$ cat config.mk
export PLATFORM = sky130hd
export DESIGN_NAME = udp_rx_flat
export DESIGN_NICKNAME = d
export VERILOG_FILES = /design/src/rtl/udp_rx_if.sv /design/src/rtl/udp_rx.sv /design/src/flat_wrapper.sv
export SDC_FILE = /design/constraint.sdc
export NUM_CORES = 1
export LEC_CHECK = 0
export CAP_MARGIN = 10
export CELL_PAD_IN_SITES_DETAIL_PLACEMENT = 0
export CELL_PAD_IN_SITES_GLOBAL_PLACEMENT = 1
export CORE_UTILIZATION = 46
export DETAILED_ROUTE_END_ITERATION = 10
export PLACE_DENSITY_LB_ADDON = 0.1
export SYNTH_ARGS = -nofsm -noshare
export SYNTH_HDL_FRONTEND = slang
export SYNTH_SLANG_ARGS = --single-unit
$ cat constraint.sdc
create_clock -name i_clk -period 10.69 [get_ports i_clk]
set_clock_uncertainty 0.05 [all_clocks]
set_input_delay 2.138 -clock i_clk [delete_from_list [all_inputs] [get_ports i_clk]]
set_output_delay 2.138 -clock i_clk [all_outputs]
set_load 0.05 [all_outputs]
$ cat src/rtl/udp_rx_if.sv
// Byte-stream input and parsed-header / payload output bundle of the UDP receiver.
interface udp_rx_if;
    logic        i_rx_valid;
    logic [7:0]  i_rx_data;
    logic        i_rx_sof;
    logic        i_rx_eof;
    logic        o_hdr_valid;
    logic [15:0] o_src_port;
    logic [15:0] o_dst_port;
    logic [10:0] o_data_length;
    logic [15:0] o_checksum;
    logic        o_pl_valid;
    logic [7:0]  o_pl_data;
    logic        o_pl_last;
    logic        o_drop;
    logic        o_err;
    logic [1:0]  o_err_code;
    logic        o_busy;

    modport slave (
        input  i_rx_valid, i_rx_data, i_rx_sof, i_rx_eof,
        output o_hdr_valid, o_src_port, o_dst_port, o_data_length, o_checksum,
        output o_pl_valid, o_pl_data, o_pl_last, o_drop, o_err, o_err_code, o_busy
    );

    modport master (
        output i_rx_valid, i_rx_data, i_rx_sof, i_rx_eof,
        input  o_hdr_valid, o_src_port, o_dst_port, o_data_length, o_checksum,
        input  o_pl_valid, o_pl_data, o_pl_last, o_drop, o_err, o_err_code, o_busy
    );
endinterface

$ cat src/rtl/udp_rx.sv
// UDP receive parser: strips the 8-byte header, filters on destination port,
// forwards payload bytes, discards Ethernet padding and flags malformed frames.
module udp_rx #(
    parameter logic [15:0] P_LOCAL_PORT  = 16'd8080,
    parameter bit          P_PORT_FILTER = 1'b1,
    parameter logic [10:0] P_MAX_PAYLOAD = 11'd1472
) (
    input  logic     i_clk,
    input  logic     i_rst,
    udp_rx_if.slave  bus
);

    typedef enum logic [1:0] {
        ST_IDLE    = 2'd0,
        ST_HDR     = 2'd1,
        ST_PAYLOAD = 2'd2,
        ST_DROP    = 2'd3
    } state_t;

    function automatic logic len_bad(input logic [15:0] len);
        return (len < 16'd8) || ((len - 16'd8) > {5'd0, P_MAX_PAYLOAD});
    endfunction

    state_t      state_r, state_s;
    logic [2:0]  hdr_cnt_r, hdr_cnt_s;
    logic [15:0] src_sh_r, src_sh_s, dst_sh_r, dst_sh_s;
    logic [15:0] len_sh_r, len_sh_s, csum_sh_r, csum_sh_s;
    logic [15:0] pl_len_s;
    logic [10:0] rem_r, rem_s;
    logic        hdr_valid_s, pl_valid_s, pl_last_s, drop_s, err_s;
    logic [1:0]  err_code_s;

    logic        hdr_valid_r, pl_valid_r, pl_last_r, drop_r, err_r, busy_r;
    logic [1:0]  err_code_r;
    logic [7:0]  pl_data_r;
    logic [15:0] src_r, dst_r, csum_r;
    logic [10:0] dlen_r;

    // Next-state, shadow-header and output-pulse decode for one accepted byte.
    always_comb begin
        state_s     = state_r;
        hdr_cnt_s   = hdr_cnt_r;
        src_sh_s    = src_sh_r;
        dst_sh_s    = dst_sh_r;
        len_sh_s    = len_sh_r;
        csum_sh_s   = csum_sh_r;
        rem_s       = rem_r;
        hdr_valid_s = 1'b0;
        pl_valid_s  = 1'b0;
        pl_last_s   = 1'b0;
        drop_s      = 1'b0;
        err_s       = 1'b0;
        err_code_s  = 2'd0;
        pl_len_s    = len_sh_r - 16'd8;
        if (bus.i_rx_valid) begin
            if (bus.i_rx_sof) begin
                // Any sof restarts header capture; an interrupted frame is an abort.
                src_sh_s  = {bus.i_rx_data, 8'h00};
                hdr_cnt_s = 3'd1;
                state_s   = ST_HDR;
                if (state_r == ST_HDR || state_r == ST_PAYLOAD) begin
                    err_s      = 1'b1;
                    err_code_s = 2'd3;
                    if (bus.i_rx_eof) begin
                        state_s = ST_IDLE;
                    end else begin
                        state_s = ST_HDR;
                    end
                end else if (bus.i_rx_eof) begin
                    err_s      = 1'b1;
                    err_code_s = 2'd1;
                    state_s    = ST_IDLE;
                end else begin
                    state_s = ST_HDR;
                end
            end else begin
                case (state_r)
                    ST_HDR: begin
                        hdr_cnt_s = hdr_cnt_r + 3'd1;
                        case (hdr_cnt_r)
                            3'd1:    src_sh_s[7:0]   = bus.i_rx_data;
                            3'd2:    dst_sh_s[15:8]  = bus.i_rx_data;
                            3'd3:    dst_sh_s[7:0]   = bus.i_rx_data;
                            3'd4:    len_sh_s[15:8]  = bus.i_rx_data;
                            3'd5:    len_sh_s[7:0]   = bus.i_rx_data;
                            3'd6:    csum_sh_s[15:8] = bus.i_rx_data;
                            3'd7:    csum_sh_s[7:0]  = bus.i_rx_data;
                            default: hdr_cnt_s       = 3'd0;
                        endcase
                        if (hdr_cnt_r == 3'd7) begin
                            hdr_cnt_s = 3'd0;
                            if (len_bad(len_sh_r)) begin
                                err_s      = 1'b1;
                                err_code_s = 2'd2;
                                state_s    = bus.i_rx_eof ? ST_IDLE : ST_DROP;
                            end else if (P_PORT_FILTER && (dst_sh_r != P_LOCAL_PORT)) begin
                                drop_s  = 1'b1;
                                state_s = bus.i_rx_eof ? ST_IDLE : ST_DROP;
                            end else if (pl_len_s == 16'd0) begin
                                hdr_valid_s = 1'b1;
                                state_s     = bus.i_rx_eof ? ST_IDLE : ST_DROP;
                            end else if (bus.i_rx_eof) begin
                                // Header promises payload but the frame ends here.
                                err_s      = 1'b1;
                                err_code_s = 2'd1;
                                state_s    = ST_IDLE;
                            end else begin
                                hdr_valid_s = 1'b1;
                                rem_s       = pl_len_s[10:0];
                                state_s     = ST_PAYLOAD;
                            end
                        end else if (bus.i_rx_eof) begin
                            err_s      = 1'b1;
                            err_code_s = 2'd1;
                            state_s    = ST_IDLE;
                        end else begin
                            state_s = ST_HDR;
                        end
                    end
                    ST_PAYLOAD: begin
                        pl_valid_s = 1'b1;
                        rem_s      = rem_r - 11'd1;
                        if (rem_r == 11'd1) begin
                            pl_last_s = 1'b1;
                            state_s   = bus.i_rx_eof ? ST_IDLE : ST_DROP;
                        end else if (bus.i_rx_eof) begin
                            pl_last_s  = 1'b1;
                            err_s      = 1'b1;
                            err_code_s = 2'd1;
                            state_s    = ST_IDLE;
                        end else begin
                            state_s = ST_PAYLOAD;
                        end
                    end
                    ST_DROP: begin
                        if (bus.i_rx_eof) begin
                            state_s = ST_IDLE;
                        end else begin
                            state_s = ST_DROP;
                        end
                    end
                    default: state_s = ST_IDLE;
                endcase
            end
        end else begin
            state_s = state_r;
        end
    end

    // State, shadow header and registered outputs.
    always_ff @(posedge i_clk) begin
        if (i_rst) begin
            state_r     <= ST_IDLE;
            hdr_cnt_r   <= 3'd0;
            src_sh_r    <= 16'd0;
            dst_sh_r    <= 16'd0;
            len_sh_r    <= 16'd0;
            csum_sh_r   <= 16'd0;
            rem_r       <= 11'd0;
            hdr_valid_r <= 1'b0;
            pl_valid_r  <= 1'b0;
            pl_last_r   <= 1'b0;
            pl_data_r   <= 8'd0;
            drop_r      <= 1'b0;
            err_r       <= 1'b0;
            err_code_r  <= 2'd0;
            busy_r      <= 1'b0;
            src_r       <= 16'd0;
            dst_r       <= 16'd0;
            dlen_r      <= 11'd0;
            csum_r      <= 16'd0;
        end else begin
            state_r     <= state_s;
            hdr_cnt_r   <= hdr_cnt_s;
            src_sh_r    <= src_sh_s;
            dst_sh_r    <= dst_sh_s;
            len_sh_r    <= len_sh_s;
            csum_sh_r   <= csum_sh_s;
            rem_r       <= rem_s;
            hdr_valid_r <= hdr_valid_s;
            pl_valid_r  <= pl_valid_s;
            pl_last_r   <= pl_last_s;
            drop_r      <= drop_s;
            err_r       <= err_s;
            err_code_r  <= err_code_s;
            busy_r      <= (state_s != ST_IDLE);
            if (pl_valid_s) begin
                pl_data_r <= bus.i_rx_data;
            end
            if (hdr_valid_s) begin
                src_r  <= src_sh_s;
                dst_r  <= dst_sh_s;
                dlen_r <= pl_len_s[10:0];
                csum_r <= csum_sh_s;
            end
        end
    end

    assign bus.o_hdr_valid   = hdr_valid_r;
    assign bus.o_src_port    = src_r;
    assign bus.o_dst_port    = dst_r;
    assign bus.o_data_length = dlen_r;
    assign bus.o_checksum    = csum_r;
    assign bus.o_pl_valid    = pl_valid_r;
    assign bus.o_pl_data     = pl_data_r;
    assign bus.o_pl_last     = pl_last_r;
    assign bus.o_drop        = drop_r;
    assign bus.o_err         = err_r;
    assign bus.o_err_code    = err_code_r;
    assign bus.o_busy        = busy_r;

endmodule

$ cat src/flat_wrapper.sv
// flat-port wrapper written by rule: the top's interface ports become plain ports
module udp_rx_flat 
#(
    parameter logic [15:0] P_LOCAL_PORT  = 16'd8080,
    parameter bit          P_PORT_FILTER = 1'b1,
    parameter logic [10:0] P_MAX_PAYLOAD = 11'd1472
)
  (i_clk, i_rst, bus_i_rx_valid, bus_i_rx_data, bus_i_rx_sof, bus_i_rx_eof, bus_o_hdr_valid, bus_o_src_port, bus_o_dst_port, bus_o_data_length, bus_o_checksum, bus_o_pl_valid, bus_o_pl_data, bus_o_pl_last, bus_o_drop, bus_o_err, bus_o_err_code, bus_o_busy);
  udp_rx_if bus_i ();
  input  logic i_clk;
  input  logic i_rst;
  input wire logic [$bits(bus_i.i_rx_valid)-1:0] bus_i_rx_valid;
  input wire logic [$bits(bus_i.i_rx_data)-1:0] bus_i_rx_data;
  input wire logic [$bits(bus_i.i_rx_sof)-1:0] bus_i_rx_sof;
  input wire logic [$bits(bus_i.i_rx_eof)-1:0] bus_i_rx_eof;
  output wire logic [$bits(bus_i.o_hdr_valid)-1:0] bus_o_hdr_valid;
  output wire logic [$bits(bus_i.o_src_port)-1:0] bus_o_src_port;
  output wire logic [$bits(bus_i.o_dst_port)-1:0] bus_o_dst_port;
  output wire logic [$bits(bus_i.o_data_length)-1:0] bus_o_data_length;
  output wire logic [$bits(bus_i.o_checksum)-1:0] bus_o_checksum;
  output wire logic [$bits(bus_i.o_pl_valid)-1:0] bus_o_pl_valid;
  output wire logic [$bits(bus_i.o_pl_data)-1:0] bus_o_pl_data;
  output wire logic [$bits(bus_i.o_pl_last)-1:0] bus_o_pl_last;
  output wire logic [$bits(bus_i.o_drop)-1:0] bus_o_drop;
  output wire logic [$bits(bus_i.o_err)-1:0] bus_o_err;
  output wire logic [$bits(bus_i.o_err_code)-1:0] bus_o_err_code;
  output wire logic [$bits(bus_i.o_busy)-1:0] bus_o_busy;
  assign bus_i.i_rx_valid = bus_i_rx_valid;
  assign bus_i.i_rx_data = bus_i_rx_data;
  assign bus_i.i_rx_sof = bus_i_rx_sof;
  assign bus_i.i_rx_eof = bus_i_rx_eof;
  assign bus_o_hdr_valid = bus_i.o_hdr_valid;
  assign bus_o_src_port = bus_i.o_src_port;
  assign bus_o_dst_port = bus_i.o_dst_port;
  assign bus_o_data_length = bus_i.o_data_length;
  assign bus_o_checksum = bus_i.o_checksum;
  assign bus_o_pl_valid = bus_i.o_pl_valid;
  assign bus_o_pl_data = bus_i.o_pl_data;
  assign bus_o_pl_last = bus_i.o_pl_last;
  assign bus_o_drop = bus_i.o_drop;
  assign bus_o_err = bus_i.o_err;
  assign bus_o_err_code = bus_i.o_err_code;
  assign bus_o_busy = bus_i.o_busy;
  udp_rx #(.P_LOCAL_PORT(P_LOCAL_PORT), .P_PORT_FILTER(P_PORT_FILTER), .P_MAX_PAYLOAD(P_MAX_PAYLOAD)) u_core (.i_clk(i_clk), .i_rst(i_rst), .bus(bus_i));
endmodule
==> results.py <==
metrics = {
    "outcome": {
        "violations": "DRC",
        "status": "finished with violations",
    },
    "synth": {
        "syn_nets": 786,
        "syn_area_sq_mm": 0.00701,
        "synth_cells": 760,
        "synthArstFlopShare_pct": 0,
        "yosysWarnings": 0,
        "seq_area_frac_synth_pct": 44.2,
        "synthFlopType": "dfxtp_1",
        "yosysUniqueCellTypes": 63,
        "syn_area_per_cell_sq_um": 9.23,
        "synth_edf_count": 0,
        "synth_seq_cells": 155,
    },
    "finish": {
        "stdcell_area_sq_mm": 0.00839,
        "nets": 837,
        "area_growth_syn_to_layout_pct": 19.6,
        "antennaDiodeCount": 0,
        "drive_above_1_share_pct": 10.8,
    },
    "route": {
        "avgRoutedWirePerCell_um": 17.6,
        "drt_first_pass_iters": 8,
        "vias_per_cell": 5.55,
        "antenna_left": 0,
        "routed_wl_mm": 17.7,
        "drtIter0Drc": 448,
        "drcViolationCount": 5,
        "vias": 5584,
    },
    "sta": {
        "slew_headroom_pct": 31.4,
        "tightest_slew_ns": 1.03,
        "rsz0062_at_grt": "no",
        "min_period_ns": 5.67,
        "finalCritPeriodShare_pct": 53.0,
        "setup_viol": 0,
        "hold_viol": 0,
        "slew_viol_final": 0,
        "tns_ns": 0,
        "max_freq_mhz": 176,
    },
    "worst_setup_path": {
        "setup.worst_path.start_class": "primary input",
        "critPathKind": "primary input to flop",
        "critPathMaxFanout": 48,
        "worstSetupEndpointType": "flop",
        "worstPathArrival_ns": 5.93,
        "critical_path_required_ns": 10.95,
    },
    "clocking": {
        "cts.repair.resized": 0,
        "cts.path.max_buffers": 2,
        "clkLatencyLatePin_ns": 0.42,
        "numCtsBuffers": 17,
        "cts_setup_buffers": 0,
        "cts.reportedPaths.clkPinSlew_ns": 0.06,
        "cts.sinks": 155,
        "cts_tree": "yes",
        "cts_hold_buffers": 0,
        "root_buffer": "clkbuf_16",
        "cts.htree.levels": 4,
    },
    "placed_design": {
        "gp_congestion": 0.880,
        "place_hpwl_mm": 12.0,
        "place_area_sq_mm": 0.00786,
        "portBuffers": 87,
    },
    "global_routing": {
        "track_usage_pct": 23.1,
        "gr-total-overflow": 0,
        "grt_pass1_vias": 5521,
        "antenna_found_initial": 0,
        "grt_pass1_wl_mm": 28.8,
        "grt_max_degree": 84,
    },
    "floorplanning": {
        "start_util_pct": 47.7,
        "rows": 44,
        "die_y_um": 125,
        "dieArea_sq_mm": 0.0157,
        "ios": 88,
        "die_w_um": 125,
        "core_area_sq_mm": 0.0147,
    },
    "power_and_ir_drop": {
        "powerDensity_mw_per_mm2": 138,
        "peakVddDrop_mv": 0.114,
        "leakage_uw": 0.00313,
    },
    "flow_run": {
        "maxCapViolCount": 0,
    },
    "hold_path": {
        "hp-class": "flop to flop",
    },
}
-- metrics by stage --
step / std cells / setup slack (ns) / hold slack (ns) / power [uW] / util [%]
after detailed placement: 976 / 4.61 / 0.403 / 635 / 53.5
after global routing: 1007 / 4.75 / 0.424 / 1200 / 57.1
after floorplan: 760 / 6.37 / 0.385 / 620 / -
after global placement: 976 / 4.75 / 0.393 / 634 / 53.5
after CTS: 1007 / 5.05 / 0.412 / 1170 / 57.1
final: 1007 / 5.02 / 0.408 / 1160 / 57.1
-- final timing paths --
| check | to | depth (start not counted) | slack, ns | start |
|---|---|---|---|---|
| max | u_core.bus.o_src_port[11] | 7 | 5.02 | bus_i_rx_valid |
| min | u_core.bus.o_pl_data[0] | 2 | 0.41 | u_core.bus.o_pl_data[0] |
| max reg2reg | u_core.bus.o_src_port[11] | 9 | 6.61 | u_core.len_sh_r[3] |
| min reg2reg | u_core.bus.o_pl_data[0] | 2 | 0.41 | u_core.bus.o_pl_data[0] |
-- layout make-up --
type | instances | area [sq um]
clock buffers | 21 | 460
clock inverters | 10 | 67.6
fillers | 1293 | 6310
inverters | 17 | 63.8
multi-input cells | 530 | 3570
flip-flops and latches | 155 | 3100
well taps | 184 | 230
repair buffers | 90 | 891
-- cells in the final DEF (no fill, tap or decap), drive strengths merged, types with 9 or more instances in the layout --
cell type	count
dfxtp	155
nand3	23
mux2	51
clkbuf	21
clkdlybuf4s50	86
a21oi	45
ha	13
o21ai	17
and3	9
nor2	64
nand2	98
a22oi	11
mux2i	41
nor2b	56
inv	19
-- metal layers --
metal	up-vias	GRT usage (%)	share of wire [%]
li1	2749	-	-
met1	2689	29.4	46
met2	126	39.2	49
met3	20	4.79	3.7
met4	0	6.96	1.3
met5	-	0	0
-- critical path: stages --
cell and delay, ns:
clkdlybuf4s50_1 0.76, nor2b_1 0.80, and2_1 0.38, nand2_1 0.37, a2111oi_4 0.36, buf_4 0.66
mux2_2 0.42
-- flip-flops by register name, summed over array words and instances, names as in the netlist --
| signal | cells |
|---|---|
| u_core.bus.o_checksum | 16 |
| u_core.bus.o_dst_port | 16 |
| u_core.bus.o_src_port | 16 |
| u_core.csum_sh_r | 16 |
| u_core.dst_sh_r | 16 |
| u_core.len_sh_r | 16 |
| u_core.src_sh_r | 16 |
| u_core.bus.o_data_length | 11 |
| u_core.rem_r | 11 |
| u_core.bus.o_pl_data | 8 |
| u_core.hdr_cnt_r | 3 |
| u_core.bus.o_err_code | 2 |
| u_core.state_r | 2 |
| u_core.bus.o_busy | 1 |
| u_core.bus.o_drop | 1 |
| u_core.bus.o_err | 1 |
| u_core.bus.o_hdr_valid | 1 |
| u_core.bus.o_pl_last | 1 |
| u_core.bus.o_pl_valid | 1 |
-- kinds of logic (layout without fill, tap and decap cells) --
logic type | Yosys count | in the layout | synth area share, %
compound gates | 122 | 122 | 11.9
flops | 155 | 155 | 44.2
mux | 92 | 92 | 15.0
xor+xnor | 9 | 9 | 1.12
fa+ha+maj | 13 | 13 | 2.32
simple gates | 294 | 294 | 20.6
buf+inv | 75 | 138 | 4.78
-- where the power goes --
part / internal [uW] / switching (uW) / total (uW)
combinational: 10.2 / 30.1 / 40.2
clock: 307 / 232 / 539
sequential: 580 / 1.62 / 582
total: 898 / 263 / 1160
-- synth_stat cells (2+ instances only) --
| cell type | n | share of area (%) |
|---|---|---|
| inv_1 | 17 | 0.91 |
| or3_1 | 7 | 0.62 |
| ha_1 | 13 | 2.3 |
| clkbuf_1 | 45 | 2.4 |
| mux2_2 | 31 | 5.0 |
| dfxtp_1 | 155 | 44 |
| o32ai_1 | 3 | 0.37 |
| xnor2_1 | 5 | 0.62 |
| o311ai_0 | 3 | 0.37 |
| nor3_1 | 4 | 0.29 |
| buf_12 | 2 | 0.57 |
| o22ai_1 | 4 | 0.36 |
| a21oi_1 | 45 | 3.2 |
| o2111ai_1 | 6 | 0.75 |
| and3_1 | 9 | 0.80 |
| a31oi_1 | 3 | 0.27 |
| o31ai_1 | 6 | 0.64 |
| a211o_1 | 2 | 0.25 |
| nand3_1 | 23 | 1.6 |
| o211ai_1 | 3 | 0.32 |
| xor2_1 | 4 | 0.50 |
| nor4b_1 | 2 | 0.25 |
| nand2_1 | 98 | 5.2 |
| o21ai_0 | 15 | 1.1 |
| mux2_1 | 2 | 0.32 |
| o21ai_1 | 2 | 0.14 |
| buf_1 | 5 | 0.27 |
| nor3b_1 | 2 | 0.21 |
| mux2i_1 | 41 | 5.9 |
| or4_1 | 5 | 0.54 |
| and4_1 | 2 | 0.25 |
| buf_4 | 3 | 0.32 |
| nor2_1 | 64 | 3.4 |
| and2_1 | 3 | 0.27 |
| a2111oi_4 | 2 | 0.78 |
| a22oi_1 | 11 | 1.2 |
| nor4_1 | 7 | 0.62 |
| nor2b_1 | 56 | 5.0 |
| buf_2 | 2 | 0.14 |
| o21a_1 | 2 | 0.21 |
| mux2_4 | 18 | 3.9 |
| a221oi_1 | 4 | 0.50 |
| nand4_1 | 4 | 0.36 |
Power figures use the tool's default switching activity.
